===== config.mk =====
export PLATFORM = sky130hd
export DESIGN_NAME = muldiv_unit
export DESIGN_NICKNAME = d
export VERILOG_FILES = /design/src/rtl/muldiv_pkg.sv /design/src/rtl/muldiv_step.sv /design/src/rtl/muldiv_unit.sv
export SDC_FILE = /design/constraint.sdc
export NUM_CORES = 1
export LEC_CHECK = 0
export ABC_AREA = 0
export ABC_CLOCK_PERIOD_IN_PS = 5800
export BUFFER_PORTS_ARGS = -buffer_cell sky130_fd_sc_hd__buf_4
export CAP_MARGIN = 15
export CORE_AREA = 3 3 197 199
export CTS_CLUSTER_SIZE = 16
export DETAILED_ROUTE_END_ITERATION = 8
export DIE_AREA = 0 0 200 202
export PLACE_DENSITY = 0.61
export SLEW_MARGIN = 15
export SYNTH_ARGS = -nofsm -noshare
export SYNTH_HDL_FRONTEND = slang
export SYNTH_SLANG_ARGS = --single-unit

===== constraint.sdc =====
create_clock -name CLK -period 5.8 [get_ports CLK]
set_clock_uncertainty 0.15 [all_clocks]
set_input_delay 0.58 -clock CLK [delete_from_list [all_inputs] [get_ports CLK]]
set_output_delay 0.58 -clock CLK [all_outputs]
set_load 0.05 [all_outputs]

===== src/rtl/muldiv_pkg.sv =====
// muldiv_pkg
// Shared definitions for the iterative multiply/divide unit.
//   md_op_e    : operation encodings as presented on the op port
//   md_state_e : control FSM states (IDLE -> RUN -> FIX -> IDLE)
package muldiv_pkg;

    typedef enum logic [1:0] {
        MD_MULT  = 2'b00,
        MD_MULTU = 2'b01,
        MD_DIV   = 2'b10,
        MD_DIVU  = 2'b11
    } md_op_e;

    typedef enum logic [1:0] {
        S_IDLE = 2'b00,
        S_RUN  = 2'b01,
        S_FIX  = 2'b10
    } md_state_e;

endpackage


===== src/rtl/muldiv_step.sv =====
// muldiv_step
// One iteration of the shared multiply/divide datapath, purely combinational.
// The accumulator is 2*WL+1 bits: the upper WL+1 bits hold the partial
// product (multiply) or the partial remainder (divide), the lower WL bits
// hold the multiplier being consumed or the dividend/quotient.
//   i_acc    : current accumulator
//   i_opnd   : multiplicand (multiply) or divisor (divide), magnitude
//   i_is_div : 1 = restoring divide step, 0 = shift-add multiply step
//   o_acc    : accumulator after this iteration
module muldiv_step #(
    parameter int WL = 32
) (
    input  logic [2*WL:0] i_acc,
    input  logic [WL-1:0] i_opnd,
    input  logic          i_is_div,
    output logic [2*WL:0] o_acc
);

    logic [WL:0]   w_sum;
    logic [2*WL:0] w_shl;
    logic [WL:0]   w_diff;
    logic          w_fits;
    logic [2*WL:0] w_mul_nxt;
    logic [2*WL:0] w_div_nxt;

    // Multiply: add multiplicand when the multiplier LSB is set, then shift
    // right. The top bit is always 0 before the add, so the WL+1-bit sum
    // cannot overflow.
    assign w_sum     = i_acc[2*WL:WL] + (i_acc[0] ? {1'b0, i_opnd} : {(WL+1){1'b0}});
    assign w_mul_nxt = {1'b0, w_sum, i_acc[WL-1:1]};

    // Divide: shift left, trial-subtract the divisor from the WL+1-bit
    // remainder, keep the difference and set the quotient bit if it fits.
    assign w_shl     = {i_acc[2*WL-1:0], 1'b0};
    assign w_fits    = (w_shl[2*WL:WL] >= {1'b0, i_opnd});
    assign w_diff    = w_shl[2*WL:WL] - {1'b0, i_opnd};
    assign w_div_nxt = w_fits ? {w_diff, w_shl[WL-1:1], 1'b1} : w_shl;

    assign o_acc = i_is_div ? w_div_nxt : w_mul_nxt;

endmodule


===== src/rtl/muldiv_unit.sv =====
// muldiv_unit
// Iterative MULT/MULTU/DIV/DIVU unit with architectural HI/LO registers.
// Operands are captured as magnitudes at start, iterated WL times through
// muldiv_step, then sign-corrected and written to HI/LO in one FIX cycle.
//   CLK          : clock
//   RST          : synchronous, active-high reset
//   start, op    : launch operation op on x, y (ignored while busy)
//   x, y         : rs / rt operands
//   hi_we, lo_we : MTHI / MTLO write strobes with wdata (ignored while busy)
//   busy         : operation in progress (RUN or FIX)
//   done         : one-cycle pulse when HI/LO were updated by an operation
//   hi, lo       : HI / LO registers
module muldiv_unit
    import muldiv_pkg::*;
#(
    parameter int WL = 32,
    parameter int CW = 6
) (
    input  logic          CLK,
    input  logic          RST,
    input  logic          start,
    input  logic [1:0]    op,
    input  logic [WL-1:0] x,
    input  logic [WL-1:0] y,
    input  logic          hi_we,
    input  logic          lo_we,
    input  logic [WL-1:0] wdata,
    output logic          busy,
    output logic          done,
    output logic [WL-1:0] hi,
    output logic [WL-1:0] lo
);

    md_state_e       r_state;
    md_state_e       w_state_nxt;
    logic [CW-1:0]   r_cnt;
    logic            r_busy;
    logic            r_done;
    logic [WL-1:0]   r_hi;
    logic [WL-1:0]   r_lo;

    logic [2*WL:0]   r_acc;
    logic [WL-1:0]   r_opnd;
    logic            r_is_div;
    logic            r_neg_res;
    logic            r_neg_rem;

    md_op_e          w_op;
    logic            w_signed;
    logic            w_is_div;
    logic            w_x_neg;
    logic            w_y_neg;
    logic [WL-1:0]   w_x_mag;
    logic [WL-1:0]   w_y_mag;
    logic            w_busy_nxt;
    logic            w_done_nxt;
    logic [2*WL:0]   w_acc_nxt;
    logic [2*WL-1:0] w_prod;
    logic [2*WL-1:0] w_prod_fix;
    logic [WL-1:0]   w_quo_fix;
    logic [WL-1:0]   w_rem_fix;

    // ---------------- operand decode and magnitude capture ----------------
    assign w_op     = md_op_e'(op);
    assign w_signed = (w_op == MD_MULT) || (w_op == MD_DIV);
    assign w_is_div = (w_op == MD_DIV)  || (w_op == MD_DIVU);
    assign w_x_neg  = w_signed & x[WL-1];
    assign w_y_neg  = w_signed & y[WL-1];
    assign w_x_mag  = w_x_neg ? (~x + 1'b1) : x;
    assign w_y_mag  = w_y_neg ? (~y + 1'b1) : y;

    muldiv_step #(.WL(WL)) u_step (
        .i_acc    (r_acc),
        .i_opnd   (r_opnd),
        .i_is_div (r_is_div),
        .o_acc    (w_acc_nxt)
    );

    // ---------------- FIX sign correction ----------------
    assign w_prod     = r_acc[2*WL-1:0];
    assign w_prod_fix = r_neg_res ? (~w_prod + 1'b1) : w_prod;
    assign w_quo_fix  = r_neg_res ? (~r_acc[WL-1:0] + 1'b1) : r_acc[WL-1:0];
    assign w_rem_fix  = r_neg_rem ? (~r_acc[2*WL-1:WL] + 1'b1) : r_acc[2*WL-1:WL];

    // ---------------- FSM: next state ----------------
    always_comb begin
        // NOTE: default first so every path assigns the signal and no latch is inferred.
        w_state_nxt = r_state;
        case (r_state)
            S_IDLE:  if (start) w_state_nxt = S_RUN;
            S_RUN:   if (r_cnt == CW'(1)) w_state_nxt = S_FIX;
            S_FIX:   w_state_nxt = S_IDLE;
            default: w_state_nxt = S_IDLE;
        endcase
    end

    // ---------------- FSM: outputs (registered below) ----------------
    always_comb begin
        w_busy_nxt = (w_state_nxt != S_IDLE);
        w_done_nxt = (r_state == S_FIX);
    end

    // ---------------- FSM: state register and architectural state ----------------
    always_ff @(posedge CLK) begin
        // NOTE: non-blocking assignments so every register samples pre-edge values.
        if (RST) begin
            r_state <= S_IDLE;
            r_busy  <= 1'b0;
            r_done  <= 1'b0;
            r_cnt   <= '0;
            r_hi    <= '0;
            r_lo    <= '0;
        end else begin
            r_state <= w_state_nxt;
            r_busy  <= w_busy_nxt;
            r_done  <= w_done_nxt;
            case (r_state)
                S_IDLE: if (start) r_cnt <= CW'(WL);
                S_RUN:  r_cnt <= r_cnt - CW'(1);
                default: ;
            endcase
            // MTHI/MTLO only while idle; FIX (busy) is the only other writer.
            if (!r_busy) begin
                if (hi_we) r_hi <= wdata;
                if (lo_we) r_lo <= wdata;
            end
            if (r_state == S_FIX) begin
                r_hi <= r_is_div ? w_rem_fix : w_prod_fix[2*WL-1:WL];
                r_lo <= r_is_div ? w_quo_fix : w_prod_fix[WL-1:0];
            end
        end
    end

    // ---------------- datapath registers ----------------
    // NOTE: no reset here; these are always loaded at start before being used.
    always_ff @(posedge CLK) begin
        if (r_state == S_IDLE && start) begin
            r_is_div  <= w_is_div;
            // Divide by zero keeps the quotient at all ones; the remainder
            // then sign-corrects back to x exactly.
            r_neg_res <= (w_x_neg ^ w_y_neg) && !(w_is_div && (y == '0));
            r_neg_rem <= w_x_neg;
            r_opnd    <= w_is_div ? w_y_mag : w_x_mag;
            r_acc     <= {{(WL+1){1'b0}}, (w_is_div ? w_x_mag : w_y_mag)};
        end else if (r_state == S_RUN) begin
            r_acc <= w_acc_nxt;
        end
    end

    assign busy = r_busy;
    assign done = r_done;
    assign hi   = r_hi;
    assign lo   = r_lo;

endmodule


## Word level (Yosys, flattened, before mapping)

Index checks and enable logic that the tools add are counted.

- Add/sub/neg operators: 8
- Magnitude comparators: 1
- Equal/unequal tests: 7
- Muxes and demuxes: 25
- Bitwise gates (word level): 8
- Reduce and logical (&&, ||, !) cells: 17

Operators by type and width:

| operator | number |
|---|---|
| $mux 32 | 17 |
| $mux 65 | 2 |
| $add 32x1->32 const B | 4 |
| $not 32->32 | 4 |
| $add 64x1->64 const B | 1 |
| $mux 64 | 1 |
| $not 64->64 | 1 |
| $add 33x32->33 | 1 |
| $ge 33x32->1 | 1 |
| $sub 33x32->33 | 1 |
| $logic_not 32->1 | 1 |
| $pmux 6 s2 | 1 |
| $reduce_bool 2->1 | 5 |
| $eq 2x2->1 const B | 3 |
| $eq 6x1->1 const B | 1 |
| $mux 6 | 1 |
| $reduce_and 2->1 | 3 |
| $sub 6x1->6 const B | 1 |
| $logic_not 2->1 | 2 |
| $mux 2 | 2 |
| $pmux 2 s2 | 1 |
| $logic_and 1x1->1 | 3 |
| $and 1x1->1 | 2 |
| $eq 2x1->1 const B | 1 |
| 5 further kinds | 6 |

- Flip-flop bits (word level): 174
- Output and inout port bits: 66

## Depth between registers and ports, before layout

Gate-level depths: netlist of run 1.

- Word-level depth: 6
- Depth in mapped cells: 14

## By module

A second synthesis of run 1 with hierarchy kept.

- Cell total of the unflattened synthesis: 2,011
- Area total of the unflattened synthesis: 15,976.6 um2

By module, submodules not included:

| module | times used | cells each | area each (um2) | sequential area each (um2) |
|---|---|---|---|---|
| muldiv_unit | 1 | 1,277 | 11,039.3 | 4,154.0 |
| muldiv_step | 1 | 734 | 4,937.2 | 0.0 |

## Least setup slack after synthesis of run 1

Ideal clock, no wire load.

- Kind: flip-flop to flip-flop
- Start point: reg r_acc[0]
- End point: reg r_acc[59]
- Arrival time: 3,281 ps
- Data required time: 5,535 ps
- Path slack: 2,254 ps
- Cell stages (with the launch flop): 14
- Path buffers: 1
- Path through: edfxtp_1 > inv_1 > clkbuf_1 > nor2_1 > ha_1 > a21oi_1 > o21ai_0 > a2111oi_0 > nor3_1 > nor3_1 > a21oi_1 > xor2_1 > a222oi_1 > a21bo_2

- Longest elaborated chain between the ends: 3

Ends and longest elaborated chain:

| what | line | RTL |
|---|---|---|
| from (decl) | muldiv_unit.sv:42 | `logic [2*WL:0] r_acc;` |
| from (signal assigned) | muldiv_unit.sv:144 | `r_acc <= {{(WL+1){1'b0}}, (w_is_div ? w_x_mag : w_y_mag)};` |
| from (signal assigned) | muldiv_unit.sv:146 | `r_acc <= w_acc_nxt;` |
| $mux 32 | muldiv_step.sv:29 | `assign w_sum = i_acc[2*WL:WL] + (i_acc[0] ? {1'b0, i_opnd} : {(WL+1){1'b0}});` |
| $add 33x32->33 | muldiv_step.sv:29 |  |
| $mux 65 | muldiv_step.sv:39 | `assign o_acc = i_is_div ? w_div_nxt : w_mul_nxt;` |

Every way passes these cells.
A chain may end at the register's enable or synchronous reset.

## Worst setup path after layout of run 1

Ends and elaborated chain as after synthesis.

==> results of run 1 <==
## layer usage
metal,part of all wire [%],track usage [%],wire [um],vias up
met5,0,0,0,-
met3,5.1,3.22,2640,66
met2,46,39.6,23500,439
met1,47,35.7,24000,6715
met4,2.2,6.01,1130,0
li1,-,-,-,6805
## cells by family after synthesis
| family | count (synthesis) |
|---|---|
| simple gates | 543 |
| mux | 180 |
| flops | 174 |
| buf+inv | 166 |
| xor+xnor | 168 |
| fa+ha+maj | 72 |
| compound gates | 501 |
## through the flow
| stage | instance area (um^2) | setup slack [ns] | hold WS (ns) | instances | utilization [%] |
|---|---|---|---|---|---|
| after global placement | 16500 | 1.72 | 0.334 | 2402 | 44.1 |
| final | 17100 | 1.56 | 0.313 | 2435 | 45.7 |
| after detailed placement | 16500 | 1.67 | 0.342 | 2402 | 44.1 |
| after CTS | 17100 | 1.60 | 0.293 | 2434 | 45.6 |
| after global routing | 17100 | 1.23 | 0.306 | 2435 | 45.7 |
| after floorplan | 14800 | 2.25 | 0.319 | 1804 | - |
## power by group
group	internal [mW]	switching [mW]	total (mW)	leakage, nW
Clock	0.599	0.552	1.15	0.273
Combinational	0.973	1.52	2.49	5.36
Sequential	1.45	0.289	1.74	1.53
## layout make-up
| class | count | area, um^2 | area share (%) |
|---|---|---|---|
| flip-flops and latches | 174 | 4150 | 24.3 |
| clock buffers | 18 | 429 | 2.51 |
| well taps | 511 | 639 | 3.74 |
| clock inverters | 14 | 131 | 0.769 |
| repair buffers | 185 | 1400 | 8.21 |
| inverters | 69 | 259 | 1.52 |
| multi-input cells | 1464 | 10100 | 58.9 |
## worst paths after layout
path	from	end	cells after the start
worst min register to register	r_cnt[4]	r_cnt[4]	2
worst max-delay path	r_acc[0]	r_acc[59]	14
worst max register to register	r_acc[0]	r_acc[59]	14
worst min-delay path	op[0]	r_neg_res	2
## flip-flops by register name, indices dropped and copies added, names as in the netlist, 2 cells and up
signal   flops
r_opnd      32
r_acc       65
r_state      2
lo          32
hi          32
r_cnt        6
## cell usage in the layout (no fill, tap or decap), types with 7 or more instances in the layout
master,instances
buf_4,184
or4_1,12
and2_1,9
edfxtp_1,67
xor2_1,59
a21o_1,24
nor2b_1,13
dfxtp_1,107
xnor2_1,109
nor2_1,210
o31ai_1,19
clkbuf_16,17
inv_1,68
o21ai_0,108
a22o_1,11
o21a_1,7
nor3_1,44
mux2i_1,174
a21oi_1,157
nor4_1,10
nand4_1,14
a211oi_1,70
ha_1,70
nand2b_1,17
or3_1,18
nand3_1,27
o21bai_1,11
o41ai_1,14
nand2_1,118
a31oi_1,14
and3_1,14
==> flow_metrics.tcl, run 1 <==
set metrics [dict create \
    synthMuxAreaShare_pct 12.2 \
    cpPeakStageDelay_ns 0.56 \
    synth_top_flop_cell "dfxtp_1" \
    worstSkewPairLatency_ns 0.46 \
    drive_gt1_share_pct 13.6 \
    syn_nets 1979 \
    tightest_slew_ns 1.18 \
    hold_violations 0 \
    worstPathRequired_ns 6.00 \
    yosysTopAreaCell "dfxtp_1" \
    synth-seq-cells 174 \
    fin_nets 2086 \
    worstPathCellList "inv_1, buf_4, nor2_1, ha_1, a21oi_1, o21ai_0, a2111oi_0, buf_4, nor3_1, nor3_1, a21oi_1, xor2_1, a222oi_1, a21bo_2" \
    core_um2 37400 \
    fin_crit_sh_pct 73.2 \
    initial_core_util_pct 39.6 \
    routabilityCongestion 0.953 \
    synth_area_um2 14800 \
    synth-adder-area-share_pct 6.18 \
    cts_setup_buffers 0 \
    cts-resized-gates 0 \
    critical_path_class "reg2reg" \
    netlist_top_cells_area "dfxtp_1 (14%), edfxtp_1 (14%), mux2i_1 (12%)" \
    crit_slowest_cell "a2111oi_0" \
    synth-simple-area-share_pct 17.7 \
    cts_sinks 174 \
    ys_seq_area_share_pct 28.0 \
    leakage_nw 7.17 \
    die_y_um 202 \
    yosysMostFrequentCell "nor2_1" \
    io_buffers 168 \
    slew_headroom_pct 21.1 \
    holdBufCountCts 0 \
    grt_pass1_vias 13100 \
    syn_to_final_growth_pct 15.2 \
    synthTopCellsByCount "nor2_1 (210), mux2i_1 (174), a21oi_1 (157)" \
    hpwlAfterDp_um 40800 \
    drt-total-wl_um 51300 \
    min_period_ns 4.24 \
    synth_top_family_by_area "compound AO/OA/AOI/OAI gates" \
    syn_inst 1804 \
    ys_types 77 \
    fillers 3725 \
    grtUsageTotal_pct 24.9 \
    num_rows 71 \
    cts_tree "done" \
    run_status "finished clean" \
    drt_pass1_iterations 8 \
    drv_cap 0 \
    die_area_um2 40400 \
    synth_compound_area_share_pct 21.6 \
    worst_ep_arrival_time_ns 4.45 \
    numCtsBuffers 17 \
    async_flop_share_pct 0 \
    vias_per_cell 5.76 \
    synth_top_area_share_pct 14.4 \
    die_w_um 200 \
    drt_iter0_drc 1176 \
    cts_max_path_buffers 2 \
    ir_drop_uv 224 \
    drc_errors 0 \
    report.final.slew_viol_count 0 \
    startpoint_type "register" \
    min_path_type "in2reg" \
    ios 169 \
    grt_overflow 0 \
    cts_htree_levels 4 \
    end_kind "register" \
    r2r_setup_slack_ns 1.56 \
    diodes 0 \
    grt_antenna_before_repair 0 \
    synth.avg_cell_area_um2 8.22 \
    root_buffer "clkbuf_16" \
    synth_warnings 0 \
    setup_viol 0 \
    rsz0062_at_grt "no" \
    critPathBufInv 3 \
    synth_xor_area_share_pct 9.92 \
    setup_tns_ns 0 \
    grt_pass1_wl_um 78000 \
    grt_max_degree 75 \
    ant_nets 0 \
    pwr_density_cell_nw_per_um2 315 \
    synth_edf_count 67 \
    vias 14000 \
    fmax_mhz 236 \
    cts.clk_slew.worst_paths_ns 0.07 \
    path_max_fanout 30 \
    finalPower_mw 5.39 \
    crit_family "compound AO/OA/AOI/OAI gates" \
    wl_per_cell_um 21.1 \
]
No activity file was read; power rests on OpenSTA's default activity.
==> run 2, diff against run 1 <==
--- a/config.mk
+++ b/config.mk
@@ -5,15 +5,15 @@
 export SDC_FILE = /design/constraint.sdc
 export NUM_CORES = 1
 export LEC_CHECK = 0
-export ABC_AREA = 0
-export ABC_CLOCK_PERIOD_IN_PS = 5800
+export ABC_AREA = 1
+export ABC_CLOCK_PERIOD_IN_PS = 4000
 export BUFFER_PORTS_ARGS = -buffer_cell sky130_fd_sc_hd__buf_4
 export CAP_MARGIN = 15
-export CORE_AREA = 3 3 197 199
+export CORE_AREA = 3 3 215 217
 export CTS_CLUSTER_SIZE = 16
 export DETAILED_ROUTE_END_ITERATION = 8
-export DIE_AREA = 0 0 200 202
-export PLACE_DENSITY = 0.61
+export DIE_AREA = 0 0 218 220
+export PLACE_DENSITY = 0.6
 export SLEW_MARGIN = 15
 export SYNTH_ARGS = -nofsm -noshare
 export SYNTH_HDL_FRONTEND = slang
==> constraint.sdc (replaced) <==
create_clock -name CLK -period 4 [get_ports CLK]
set_clock_uncertainty 0.15 [all_clocks]
set_input_delay 0.4 -clock CLK [delete_from_list [all_inputs] [get_ports CLK]]
set_output_delay 0.4 -clock CLK [all_outputs]
set_load 0.05 [all_outputs]
==> run 2 against run 1 <==
Via count rose by 48%. Highest routed layer unchanged. Largest cell class unchanged. Worst hold slack got worse by 0.24 ns. Synthesized cell count rose by 72%. Critical endpoint is now r_acc[43]. First-iteration DRC count rose by 87%. Flip-flop and latch count did not move. Largest power group unchanged. Core utilization barely moved. Clock power rose by 50%. Critical path depth rose by 1. Register-to-register slack got worse by 1.3 ns. Fmax rose by 14%.
==> flow_metrics.tcl, run 2 <==
set metrics [dict create \
    run_status "finished clean" \
    routabilityCongestion 1.02 \
    finalWorstSetupSlack_ns 0.265 \
    synth_top_flop_cell "dfxtp_1" \
    wl_per_cell_um 20.9 \
    pwr_density_cell_nw_per_um2 511 \
    ys_types 50 \
    synth_edf_count 67 \
    cts_max_path_buffers 2 \
    min_path_type "in2reg" \
    cts-resized-gates 0 \
    core_um2 44300 \
    largest_register "r_acc" \
    ios 169 \
    crit_slowest_cell "edfxtp_1" \
    report.final.slew_viol_count 0 \
    reg2reg_depth 15 \
    grt_max_degree 91 \
    synth_top_area_share_pct 21.6 \
    crit_family "simple AND/OR/NAND/NOR gates" \
    tightest_slew_ns 0.990 \
    yosysTopAreaCell "nand2_1" \
    cts_setup_buffers 0 \
    cts_sinks 174 \
    netlist_top_cells_area "nand2_1 (22%), dfxtp_1 (12%), edfxtp_1 (11%)" \
    grt_pass1_vias 19100 \
    setup_tns_ns 0 \
    worstPathRequired_ns 4.24 \
    dp.cells 3798 \
    async_flop_share_pct 0 \
    io_buffers 168 \
    finalPower_mw 10.3 \
    die_y_um 220 \
    die_w_um 218 \
    setup_viol 0 \
    drv_cap 0 \
    fin_crit_sh_pct 93.4 \
    synth_area_um2 17800 \
    rsz0062_at_grt "no" \
    fmax_mhz 268 \
    grt_overflow 0 \
    holdWs_ns 0.0759 \
    yosysMostFrequentCell "nand2_1" \
    fillers 4957 \
    end_kind "register" \
    cts_htree_levels 4 \
    final_common_cell "nand2_1" \
    worst_ep_arrival_time_ns 3.98 \
    ir_drop_uv 341 \
    multi_input_area_um2 11500 \
    critical_path_class "reg2reg" \
    synthTopCellsByCount "nand2_1 (1,025), inv_1 (441), nor2_1 (303)" \
    fin_nets 3400 \
    critPathBufInv 3 \
    drt_iter0_drc 2204 \
    syn_nets 3278 \
    startpoint_type "register" \
    worstPathCellList "nand2_1, inv_1, ha_1, fa_1, inv_1, o21ai_0, nand2_1, nand2_1, nand2_1, nand2_1, nand2_1, a31oi_1, nand3_1, nand2_1, inv_1" \
    vias_per_cell 5.41 \
    grt_antenna_before_repair 0 \
    root_buffer "clkbuf_16" \
    die_area_um2 48000 \
    ys_seq_area_share_pct 23.4 \
    cpPeakStageDelay_ns 0.69 \
    initial_core_util_pct 40.1 \
    cts_tree "done" \
    synth-seq-cells 174 \
    leakage_nw 10.2 \
    ant_nets 0 \
    synth_warnings 0 \
    min_period_ns 3.74 \
    largest_register_ffs 65 \
    numCtsBuffers 17 \
    num_rows 77 \
    path_max_fanout 12 \
    final_cell_mix "nand2_1 (1,025), inv_1 (440), nor2_1 (300)" \
    regArea_um2 4150 \
    preCtsSetupSlack_ns 0.378 \
    crit_path_frequent_cell "nand2_1" \
    hold_depth 3 \
    drive_gt1_share_pct 9.14 \
    hpwlAfterDp_um 65300 \
    grt_pass1_wl_um 117000 \
    drt-total-wl_um 80200 \
    grtUsageTotal_pct 32.6 \
    holdBufCountCts 0 \
    cts.clk_slew.worst_paths_ns 0.08 \
    drc_errors 0 \
    final_cells 3831 \
    worstSkewPairLatency_ns 0.50 \
    slew_headroom_pct 34.0 \
    syn_to_final_growth_pct 13.8 \
    syn_inst 3103 \
    drt_pass1_iterations 7 \
    vias 20700 \
    synth.avg_cell_area_um2 5.73 \
    cp.depth 15 \
    hold_violations 0 \
]
==> run 2: per-stage QoR <==
stage	utilization (%)	cell area (um^2)
global route	45.7	20200
detailed placement	44.4	19700
finish	45.7	20200
CTS	45.7	20200
floorplan	-	17800
global placement	44.4	19700
==> run 2: path summary, 6_finish.rpt <==
kind              startpoint         to  slack [ns]
setup / recovery    r_acc[0]  r_acc[43]        0.26
hold / removal      wdata[0]      lo[0]        0.08
setup reg to reg    r_acc[0]  r_acc[43]        0.26
hold reg to reg     r_cnt[3]   r_cnt[3]        0.34
==> run 2: area by class of cell <==
cell class / count / share of cell area (%)
well taps: 592 / 3.66
inverters: 450 / 8.35
clock buffers: 18 / 2.12
repair buffers: 207 / 7.74
clock inverters: 14 / 0.723
diodes: 1 / 0.0124
flip-flops and latches: 174 / 20.5
multi-input cells: 2375 / 56.9
==> run 2: kinds of logic after synthesis <==
| family | after synthesis | share of synthesized area, % |
|---|---|---|
| compound gates | 481 | 14.7 |
| xor+xnor | 74 | 3.65 |
| fa+ha+maj | 72 | 5.15 |
| buf+inv | 554 | 12.0 |
| flops | 174 | 23.4 |
| simple gates | 1748 | 41.1 |
==> run 2: power breakdown <==
| part | leakage, nW | switching, mW | internal (mW) | total [mW] |
|---|---|---|---|---|
| Combinational | 8.38 | 4.16 | 1.77 | 5.93 |
| Sequential | 1.54 | 0.488 | 2.19 | 2.68 |
| Clock | 0.278 | 0.890 | 0.829 | 1.72 |
==> run 2: worst reg2reg max path: stages, from the launching register on <==
cell	delay, ns
edfxtp_1	0.69
nand2_1	0.10
inv_1	0.07
ha_1	0.33
fa_1	0.41
inv_1	0.06
o21ai_0	0.61
nand2_1	0.15
nand2_1	0.22
nand2_1	0.10
nand2_1	0.12
nand2_1	0.07
a31oi_1	0.32
nand3_1	0.12
nand2_1	0.08
inv_1	0.04
==> run 2: per-layer routing <==
metal	GRT usage (%)	wire [um]	vias up
li1	-	-	10200
met1	45.6	36000	9612
met2	51.1	35500	789
met3	4.84	5870	111
met4	11.6	2800	0
met5	0	0	-
